### config.mk
export PLATFORM = sky130hd
export DESIGN_NAME = tone_sequencer_flat
export DESIGN_NICKNAME = d
export VERILOG_FILES = /design/src/rtl/tone_sequencer_if.sv /design/src/rtl/tone_sequencer.sv /design/src/flat_wrapper.sv
export SDC_FILE = /design/constraint.sdc
export NUM_CORES = 1
export LEC_CHECK = 0
export ABC_AREA = 1
export BUFFER_PORTS_ARGS = -buffer_cell sky130_fd_sc_hd__buf_2
export CORE_UTILIZATION = 60
export DETAILED_ROUTE_END_ITERATION = 8
export GPL_TIMING_DRIVEN = 0
export PLACE_DENSITY = 0.77
export SYNTH_ARGS = -nofsm -noshare
export SYNTH_HDL_FRONTEND = slang
export SYNTH_SLANG_ARGS = --single-unit
### constraint.sdc
create_clock -name clk -period 4.15 [get_ports clk]
set_clock_uncertainty 0.05 [all_clocks]
set_input_delay 0.83 -clock clk [delete_from_list [all_inputs] [get_ports clk]]
set_output_delay 0.83 -clock clk [all_outputs]
set_load 0.005 [all_outputs]
### src/rtl/tone_sequencer_if.sv
// tone_sequencer_if
//   Groups the signals between the game FSM (master) and tone_sequencer
//   (slave).
//   master drives: ticks_per_milli, tone_in, mel_start, mel_sel, mel_abort
//   slave drives : freq, mel_busy, mel_done, mel_note
interface tone_sequencer_if;
    logic [15:0] ticks_per_milli;  // clock cycles per millisecond, 0 acts as 1
    logic [9:0]  tone_in;          // direct tone request in Hz, 0 = silence
    logic        mel_start;        // one-cycle pulse: start melody mel_sel
    logic [1:0]  mel_sel;          // 0 success, 1 game over, 2 startup, 3 reserved
    logic        mel_abort;        // one-cycle pulse: stop the melody now
    logic [9:0]  freq;             // registered frequency for the tone generator
    logic        mel_busy;         // a melody owns freq
    logic        mel_done;         // one-cycle pulse on normal melody completion
    logic [2:0]  mel_note;         // current note index, 0 when idle

    modport master (
        output ticks_per_milli, tone_in, mel_start, mel_sel, mel_abort,
        input  freq, mel_busy, mel_done, mel_note
    );

    modport slave (
        input  ticks_per_milli, tone_in, mel_start, mel_sel, mel_abort,
        output freq, mel_busy, mel_done, mel_note
    );
endinterface

### src/rtl/tone_sequencer.sv
// tone_sequencer
//   Chooses, every cycle, the frequency sent to the single tone generator:
//   either the direct tone request or a note from one of three built-in
//   melodies (success, game over, startup) stored in a small note ROM with
//   per-note millisecond durations.
// Ports:
//   clk  - system clock
//   rst  - asynchronous, active-high reset
//   bus  - tone_sequencer_if.slave (tone request, melody handshake, freq out)
module tone_sequencer (
    input  logic             clk,
    input  logic             rst,
    tone_sequencer_if.slave  bus
);

    typedef enum logic {
        IDLE = 1'b0,
        NOTE = 1'b1
    } state_t;

    typedef struct packed {
        logic [9:0] freq;    // Hz, 0 = rest
        logic [9:0] dur_ms;  // note length in milliseconds
        logic       trem;    // sweep the pitch around freq
        logic       last;    // final note of its melody
    } rom_entry_t;

    // Melody start addresses inside the note ROM.
    localparam logic [3:0] ADDR_SUCCESS  = 4'd0;
    localparam logic [3:0] ADDR_GAMEOVER = 4'd7;
    localparam logic [3:0] ADDR_STARTUP  = 4'd11;

    function automatic rom_entry_t rom_read(input logic [3:0] addr);
        rom_entry_t e;
        unique case (addr)
            // success
            4'd0:    e = '{freq: 10'd330, dur_ms: 10'd150,  trem: 1'b0, last: 1'b0};
            4'd1:    e = '{freq: 10'd392, dur_ms: 10'd150,  trem: 1'b0, last: 1'b0};
            4'd2:    e = '{freq: 10'd659, dur_ms: 10'd150,  trem: 1'b0, last: 1'b0};
            4'd3:    e = '{freq: 10'd523, dur_ms: 10'd150,  trem: 1'b0, last: 1'b0};
            4'd4:    e = '{freq: 10'd587, dur_ms: 10'd150,  trem: 1'b0, last: 1'b0};
            4'd5:    e = '{freq: 10'd784, dur_ms: 10'd150,  trem: 1'b0, last: 1'b0};
            4'd6:    e = '{freq: 10'd0,   dur_ms: 10'd150,  trem: 1'b0, last: 1'b1};
            // game over
            4'd7:    e = '{freq: 10'd622, dur_ms: 10'd300,  trem: 1'b0, last: 1'b0};
            4'd8:    e = '{freq: 10'd587, dur_ms: 10'd300,  trem: 1'b0, last: 1'b0};
            4'd9:    e = '{freq: 10'd554, dur_ms: 10'd300,  trem: 1'b0, last: 1'b0};
            4'd10:   e = '{freq: 10'd523, dur_ms: 10'd1000, trem: 1'b1, last: 1'b1};
            // startup
            4'd11:   e = '{freq: 10'd196, dur_ms: 10'd100,  trem: 1'b0, last: 1'b0};
            4'd12:   e = '{freq: 10'd262, dur_ms: 10'd100,  trem: 1'b0, last: 1'b0};
            4'd13:   e = '{freq: 10'd330, dur_ms: 10'd100,  trem: 1'b0, last: 1'b0};
            4'd14:   e = '{freq: 10'd784, dur_ms: 10'd200,  trem: 1'b0, last: 1'b1};
            // Unused slot: a silent one-millisecond last note, so a stray
            // address terminates cleanly instead of running forever.
            default: e = '{freq: 10'd0,   dur_ms: 10'd1,    trem: 1'b0, last: 1'b1};
        endcase
        return e;
    endfunction

    function automatic logic [3:0] mel_base(input logic [1:0] sel);
        logic [3:0] a;
        unique case (sel)
            2'd0:    a = ADDR_SUCCESS;
            2'd1:    a = ADDR_GAMEOVER;
            default: a = ADDR_STARTUP;
        endcase
        return a;
    endfunction

    // Tremble sweeps base-16 .. base+15, one step per millisecond.
    function automatic logic [9:0] note_freq(input rom_entry_t e, input logic [4:0] ms_lo);
        logic [9:0] f;
        if (e.trem) begin
            f = e.freq - 10'd16 + {5'd0, ms_lo};
        end else begin
            f = e.freq;
        end
        return f;
    endfunction

    state_t      state_q, state_d;
    logic [3:0]  addr_q, addr_d;    // absolute ROM address of the current note
    logic [2:0]  note_q, note_d;    // note index within the melody
    logic [15:0] tick_q, tick_d;
    logic [9:0]  ms_q, ms_d;
    logic [9:0]  freq_q, freq_d;
    logic        done_q, done_d;

    rom_entry_t  cur;
    logic [15:0] tpm_eff;
    logic        tick_end;
    logic        start_ok;
    logic [9:0]  ms_inc;
    logic        load_note;
    logic [3:0]  load_addr;
    rom_entry_t  load_entry;

    assign cur      = rom_read(addr_q);
    assign tpm_eff  = (bus.ticks_per_milli == 16'd0) ? 16'd1 : bus.ticks_per_milli;
    // Equality only: if tpm shrinks below the running count, the counter
    // runs on and wraps through 0xFFFF before it can match again.
    assign tick_end = (tick_q == tpm_eff - 16'd1);
    // Abort beats a same-edge start; selector 3 is reserved and ignored.
    assign start_ok = bus.mel_start && (bus.mel_sel != 2'd3) && !bus.mel_abort;
    assign ms_inc   = ms_q + 10'd1;
    assign load_entry = rom_read(load_addr);

    // NOTE: every signal assigned in this block gets a default first, so no
    //       path leaves one unassigned and no latch is inferred.
    always_comb begin
        state_d   = state_q;
        addr_d    = addr_q;
        note_d    = note_q;
        tick_d    = tick_q;
        ms_d      = ms_q;
        freq_d    = freq_q;
        done_d    = 1'b0;
        load_note = 1'b0;
        load_addr = addr_q;

        unique case (state_q)
            IDLE: begin
                freq_d = bus.tone_in;
                if (start_ok) begin
                    state_d   = NOTE;
                    note_d    = 3'd0;
                    load_note = 1'b1;
                    load_addr = mel_base(bus.mel_sel);
                end
            end

            NOTE: begin
                if (bus.mel_abort) begin
                    state_d = IDLE;
                    freq_d  = bus.tone_in;
                    note_d  = 3'd0;
                    addr_d  = 4'd0;
                    tick_d  = 16'd0;
                    ms_d    = 10'd0;
                end else if (start_ok) begin
                    // Retrigger: restart from note 0, no done for the old melody.
                    note_d    = 3'd0;
                    load_note = 1'b1;
                    load_addr = mel_base(bus.mel_sel);
                end else if (tick_end) begin
                    tick_d = 16'd0;
                    if (ms_q == cur.dur_ms - 10'd1) begin
                        if (cur.last) begin
                            state_d = IDLE;
                            done_d  = 1'b1;
                            freq_d  = bus.tone_in;
                            note_d  = 3'd0;
                            addr_d  = 4'd0;
                            ms_d    = 10'd0;
                        end else begin
                            note_d    = note_q + 3'd1;
                            load_note = 1'b1;
                            load_addr = addr_q + 4'd1;
                        end
                    end else begin
                        ms_d   = ms_inc;
                        freq_d = note_freq(cur, ms_inc[4:0]);
                    end
                end else begin
                    tick_d = tick_q + 16'd1;
                end
            end

            default: begin
                state_d = IDLE;
            end
        endcase

        if (load_note) begin
            addr_d = load_addr;
            tick_d = 16'd0;
            ms_d   = 10'd0;
            freq_d = note_freq(load_entry, 5'd0);
        end
    end

    // NOTE: state registers use non-blocking assignments so every flop
    //       samples the values from before this edge.
    always_ff @(posedge clk or posedge rst) begin
        if (rst) begin
            state_q <= IDLE;
            addr_q  <= 4'd0;
            note_q  <= 3'd0;
            tick_q  <= 16'd0;
            ms_q    <= 10'd0;
            freq_q  <= 10'd0;
            done_q  <= 1'b0;
        end else begin
            state_q <= state_d;
            addr_q  <= addr_d;
            note_q  <= note_d;
            tick_q  <= tick_d;
            ms_q    <= ms_d;
            freq_q  <= freq_d;
            done_q  <= done_d;
        end
    end

    assign bus.freq     = freq_q;
    assign bus.mel_busy = (state_q == NOTE);
    assign bus.mel_done = done_q;
    assign bus.mel_note = note_q;

endmodule

### src/flat_wrapper.sv
// flat-port wrapper written by rule: the top's interface ports become plain ports
module tone_sequencer_flat 
  (clk, rst, bus_ticks_per_milli, bus_tone_in, bus_mel_start, bus_mel_sel, bus_mel_abort, bus_freq, bus_mel_busy, bus_mel_done, bus_mel_note);
  tone_sequencer_if bus_i ();
  input  logic clk;
  input  logic rst;
  input wire logic [$bits(bus_i.ticks_per_milli)-1:0] bus_ticks_per_milli;
  input wire logic [$bits(bus_i.tone_in)-1:0] bus_tone_in;
  input wire logic [$bits(bus_i.mel_start)-1:0] bus_mel_start;
  input wire logic [$bits(bus_i.mel_sel)-1:0] bus_mel_sel;
  input wire logic [$bits(bus_i.mel_abort)-1:0] bus_mel_abort;
  output wire logic [$bits(bus_i.freq)-1:0] bus_freq;
  output wire logic [$bits(bus_i.mel_busy)-1:0] bus_mel_busy;
  output wire logic [$bits(bus_i.mel_done)-1:0] bus_mel_done;
  output wire logic [$bits(bus_i.mel_note)-1:0] bus_mel_note;
  assign bus_i.ticks_per_milli = bus_ticks_per_milli;
  assign bus_i.tone_in = bus_tone_in;
  assign bus_i.mel_start = bus_mel_start;
  assign bus_i.mel_sel = bus_mel_sel;
  assign bus_i.mel_abort = bus_mel_abort;
  assign bus_freq = bus_i.freq;
  assign bus_mel_busy = bus_i.mel_busy;
  assign bus_mel_done = bus_i.mel_done;
  assign bus_mel_note = bus_i.mel_note;
  tone_sequencer u_core (.clk(clk), .rst(rst), .bus(bus_i));
endmodule
==> flow_results.xml <==
<?xml version="1.0" encoding="UTF-8"?>
<metrics>
  <group name="detailed_routing">
    <metric name="viasPerCell" unit="">5.77</metric>
    <metric name="drtAntennaViolNets" unit="">0</metric>
    <metric name="vias" unit="">5756</metric>
    <metric name="length_of_routed_met3_wiring" unit="um">855</metric>
    <metric name="drt-pass1-iter-count" unit="">5</metric>
    <metric name="met1_length" unit="um">6320</metric>
    <metric name="final_routed_wire_length_divided_by_cell_count" unit="um">15.6</metric>
    <metric name="post-route-drc-count" unit="">0</metric>
    <metric name="drt_first_iter_violations" unit="">438</metric>
    <metric name="route.final.wire_length" unit="um">15500</metric>
    <metric name="highest-signal-layer" unit="">met4</metric>
    <metric name="wl_met2" unit="um">7690</metric>
  </group>
  <group name="clock_network">
    <metric name="cell_chosen_for_the_clock_root" unit="">sky130_fd_sc_hd__clkbuf_8</metric>
    <metric name="maximum_root_to_sink_buffer_count" unit="">2</metric>
    <metric name="cts_htree_levels" unit="">2</metric>
    <metric name="clk_pin_slew_worst_paths" unit="ns">0.09</metric>
    <metric name="clk-insertion-delay-late" unit="ns">0.31</metric>
    <metric name="cts_tree" unit="">done</metric>
    <metric name="cts-buffers-inserted" unit="">5</metric>
    <metric name="cts_num_sinks" unit="">45</metric>
  </group>
  <group name="synthesis">
    <metric name="synth_cell_type_count" unit="">44</metric>
    <metric name="yosysSeqAreaShare" unit="%">22.4</metric>
    <metric name="yosys.area.top_type" unit="">sky130_fd_sc_hd__dfrtp_1</metric>
    <metric name="yosys_warnings" unit="">0</metric>
    <metric name="synth.avg_cell_area" unit="sq um">6.30</metric>
    <metric name="synthesized_nets" unit="">862</metric>
    <metric name="ffs_latches_synth" unit="">45</metric>
    <metric name="synth.cell_area" unit="sq mm">0.00503</metric>
    <metric name="netlist_top_cells_area" unit="">sky130_fd_sc_hd__dfrtp_1, sky130_fd_sc_hd__nand2_1, sky130_fd_sc_hd__inv_1</metric>
    <metric name="number_of_enable_flip_flop_cells_after_synthesis" unit="">0</metric>
    <metric name="synth-async-reset-ratio" unit="%">100</metric>
    <metric name="post_synth_inst_count" unit="">798</metric>
    <metric name="area_share_of_the_largest_cell_type_after_synthesis" unit="%">22.4</metric>
    <metric name="ys.flop_type" unit="">sky130_fd_sc_hd__dfrtp_1</metric>
  </group>
  <group name="timing">
    <metric name="report.final.hold_viol_count" unit="">0</metric>
    <metric name="setup_ws" unit="ns">0.0454</metric>
    <metric name="final_period_minus_worst_setup_slack" unit="ns">4.10</metric>
    <metric name="maxSlewViolCount" unit="">0</metric>
    <metric name="timing_worst_slew_pin_value" unit="ns">0.815</metric>
    <metric name="max_freq" unit="MHz">244</metric>
    <metric name="slew_headroom" unit="%">45.7</metric>
    <metric name="total_setup_violations_reported_at_the_end_of_the_flow" unit="">0</metric>
    <metric name="rsz0062_at_grt" unit="">yes</metric>
    <metric name="fin_crit_sh" unit="%">98.9</metric>
  </group>
  <group name="cells_and_area">
    <metric name="fin_nets" unit="">955</metric>
    <metric name="finish.cell_count_without_fillers" unit="">997</metric>
    <metric name="area_delta_synth_final" unit="%">28.2</metric>
    <metric name="layout-drive-gt1-share" unit="%">27.0</metric>
    <metric name="n_antenna_cell" unit="">0</metric>
  </group>
  <group name="critical_path">
    <metric name="critical_path.startpoint_type" unit="">input pin</metric>
    <metric name="critPathSlowestCell" unit="">sky130_fd_sc_hd__ha_4</metric>
    <metric name="arrival" unit="ns">4.30</metric>
    <metric name="crit_end_element" unit="">flop</metric>
    <metric name="critical_path_class" unit="">input pin to flop</metric>
    <metric name="critical_path_peak_fanout" unit="">5</metric>
    <metric name="cp_common_cell" unit="">sky130_fd_sc_hd__nand2_4</metric>
    <metric name="timing.critical_path.required" unit="ns">4.34</metric>
    <metric name="slowest_delay" unit="ns">0.19</metric>
  </group>
  <group name="power">
    <metric name="power_density" unit="mW/mm^2">409</metric>
    <metric name="power.leakage" unit="nW">3.08</metric>
    <metric name="vdd_ir_drop_max" unit="mV">0.313</metric>
  </group>
  <group name="placement">
    <metric name="number_of_i_o_port_buffers" unit="">46</metric>
    <metric name="place_ws" unit="ns">-0.782</metric>
    <metric name="dp.final_hpwl" unit="um">10900</metric>
    <metric name="dpl.cell_count" unit="">950</metric>
    <metric name="gp_routability_congestion" unit="">0.951</metric>
  </group>
  <group name="outcome">
    <metric name="run_status" unit="">complete, no violations</metric>
  </group>
  <group name="floorplanning">
    <metric name="die_w" unit="um">93.6</metric>
    <metric name="placement_rows" unit="">33</metric>
    <metric name="floorplan.initialDensity" unit="%">61.5</metric>
    <metric name="io_pins" unit="">47</metric>
    <metric name="dieHeight" unit="um">93.6</metric>
    <metric name="fp.coreArea" unit="sq mm">0.00818</metric>
    <metric name="die_area" unit="sq mm">0.00876</metric>
  </group>
  <group name="global_routing">
    <metric name="global_route.overflow_total" unit="">0</metric>
    <metric name="grt_start_max_net_pins" unit="">37</metric>
    <metric name="via_count_of_the_first_global_routing_pass" unit="">5307</metric>
    <metric name="grt_antenna_before_repair" unit="">0</metric>
    <metric name="grt_first_pass_wirelength" unit="um">23600</metric>
    <metric name="groute.usage.overall" unit="%">33.8</metric>
  </group>
  <group name="min_path">
    <metric name="hp-class" unit="">input pin to async pin</metric>
  </group>
  <group name="job">
    <metric name="drv.max_cap_violation_count" unit="">0</metric>
  </group>
</metrics>
-- critical path: cells and delay by family --
family	cells	cell delay [ns]
fa+ha+maj	2	0.36
simple gates	25	2.44
buf+inv	6	0.51
compound gates	1	0.15
-- cells in the final DEF, fill, tap and decap left out, types with 4 or more instances in the layout --
cell type,synthesis,routed
sky130_fd_sc_hd__nand3_2,5,12
sky130_fd_sc_hd__o21ai_2,0,4
sky130_fd_sc_hd__inv_2,7,9
sky130_fd_sc_hd__nand2_4,0,11
sky130_fd_sc_hd__ha_4,0,8
sky130_fd_sc_hd__nand2_1,198,169
sky130_fd_sc_hd__dfrtp_1,45,42
sky130_fd_sc_hd__nor2_2,7,8
sky130_fd_sc_hd__a21oi_1,22,18
sky130_fd_sc_hd__nor4_1,4,4
sky130_fd_sc_hd__a21oi_2,0,4
sky130_fd_sc_hd__ha_1,31,20
sky130_fd_sc_hd__nor2_4,8,23
sky130_fd_sc_hd__o211ai_1,6,6
sky130_fd_sc_hd__nand3b_1,4,4
sky130_fd_sc_hd__o22ai_1,10,10
sky130_fd_sc_hd__o21ai_0,41,35
sky130_fd_sc_hd__xor2_1,24,22
sky130_fd_sc_hd__nand4_1,19,19
sky130_fd_sc_hd__buf_6,3,7
sky130_fd_sc_hd__inv_1,104,97
sky130_fd_sc_hd__o31ai_1,5,5
sky130_fd_sc_hd__buf_4,0,42
sky130_fd_sc_hd__clkbuf_8,0,5
sky130_fd_sc_hd__nor3_1,15,14
sky130_fd_sc_hd__buf_2,3,40
sky130_fd_sc_hd__nor2_1,102,86
sky130_fd_sc_hd__nand3_4,1,6
sky130_fd_sc_hd__o21ai_1,6,8
sky130_fd_sc_hd__nand2_2,15,32
sky130_fd_sc_hd__clkbuf_1,8,7
sky130_fd_sc_hd__xnor2_1,9,7
sky130_fd_sc_hd__nand3_1,69,57
-- metal layers --
layer / vias up / global-route usage (%)
met5: - / 0
li1: 2793 / -
met4: 0 / 15.5
met1: 2677 / 40.6
met2: 228 / 60.3
met3: 58 / 3.82
-- repair_timing --
| item | CTS | global route |
|---|---|---|
| pin swaps | 24 | 61 |
| resized for setup | 41 | 128 |
| endpoints found under the setup margin | 18 | 19 |
| endpoints found under the hold margin | 0 | 0 |
| setup buffers | 16 | 24 |
| hold buffers | 0 | 0 |
-- synthesized netlist by cell type (3+ instances only) --
master,count
sky130_fd_sc_hd__inv_2,7
sky130_fd_sc_hd__xnor2_1,9
sky130_fd_sc_hd__a21oi_1,22
sky130_fd_sc_hd__xor2_1,24
sky130_fd_sc_hd__nor3_1,15
sky130_fd_sc_hd__inv_1,104
sky130_fd_sc_hd__nand3_1,69
sky130_fd_sc_hd__o31ai_1,5
sky130_fd_sc_hd__o22ai_1,10
sky130_fd_sc_hd__o32ai_1,3
sky130_fd_sc_hd__o211ai_1,6
sky130_fd_sc_hd__nor4_1,4
sky130_fd_sc_hd__ha_1,31
sky130_fd_sc_hd__nand2_2,15
sky130_fd_sc_hd__buf_2,3
sky130_fd_sc_hd__nand3_2,5
sky130_fd_sc_hd__o21ai_1,6
sky130_fd_sc_hd__nor2_2,7
sky130_fd_sc_hd__nand4_1,19
sky130_fd_sc_hd__nor2_4,8
sky130_fd_sc_hd__a31oi_1,3
sky130_fd_sc_hd__dfrtp_1,45
sky130_fd_sc_hd__clkbuf_1,8
sky130_fd_sc_hd__nor2_1,102
sky130_fd_sc_hd__nand2_1,198
sky130_fd_sc_hd__nand3b_1,4
sky130_fd_sc_hd__o21ai_0,41
sky130_fd_sc_hd__buf_6,3
-- cells by family after synthesis --
| family | count (synthesis) | share of synthesized area, % |
|---|---|---|
| simple gates | 456 | 41.5 |
| buf+inv | 127 | 10.0 |
| compound gates | 105 | 12.3 |
| flops | 45 | 22.4 |
| xor+xnor | 33 | 5.74 |
| fa+ha+maj | 32 | 8.11 |
-- area by class of cell --
type / instances / area (sq um)
buffer: 13 / 72.6
clock buffer: 6 / 72.6
clock inverter: 2 / 38.8
fill: 625 / 1730
inverter: 113 / 447
multi-input combinational: 626 / 3960
sequential: 45 / 1130
tap: 105 / 131
timing repair buffer: 87 / 599
-- path summary, 6_finish.rpt --
check / start / end / slack, ns / depth (start not counted)
min in group clk: u_core.bus.freq[6] / u_core.bus.freq[6] / 0.43 / 2
setup / recovery: bus_ticks_per_milli[5] / u_core.bus.freq[9] / 0.05 / 34
setup reg to reg: u_core.addr_q[0] / u_core.bus.freq[9] / 0.14 / 30
hold / removal: rst / u_core.ms_q[9] / 0.38 / 2
max in group asynchronous: rst / u_core.addr_q[0] / 3.19 / 3
hold reg to reg: u_core.bus.freq[6] / u_core.bus.freq[6] / 0.43 / 2
-- registers in the layout, summed over array words and instances (netlist names) --
signal,cells
u_core.bus.freq,10
u_core.tick_q,16
u_core.bus.mel_note,3
u_core.ms_q,10
u_core.bus.mel_done,1
u_core.bus.mel_busy,1
u_core.addr_q,4
-- power by group --
group	internal, mW	leakage [nW]	switching, mW
clock network	0.181	0.0554	0.163
registers	0.508	0.594	0.0645
logic	0.667	2.44	1.05
total	1.36	3.08	1.28
-- per-stage QoR --
| stage | power, mW | area, sq um | util [%] | hold slack, ns | TNS, ns |
|---|---|---|---|---|---|
| 4_1_cts | 2.33 | 5810 | 71.1 | 0.384 | 0 |
| 3_3_place_gp | 1.85 | 5410 | 66.1 | 0.410 | -9.78 |
| 2_1_floorplan | 1.55 | 5050 | - | 0.423 | 0 |
| 3_5_place_dp | 1.89 | 5430 | 66.4 | 0.411 | -12.86 |
| 6_report | 2.64 | 6450 | 78.9 | 0.376 | 0 |
| 5_1_grt | 2.85 | 6450 | 78.9 | 0.411 | -1.05 |
(Power assumes the default switching activity.)
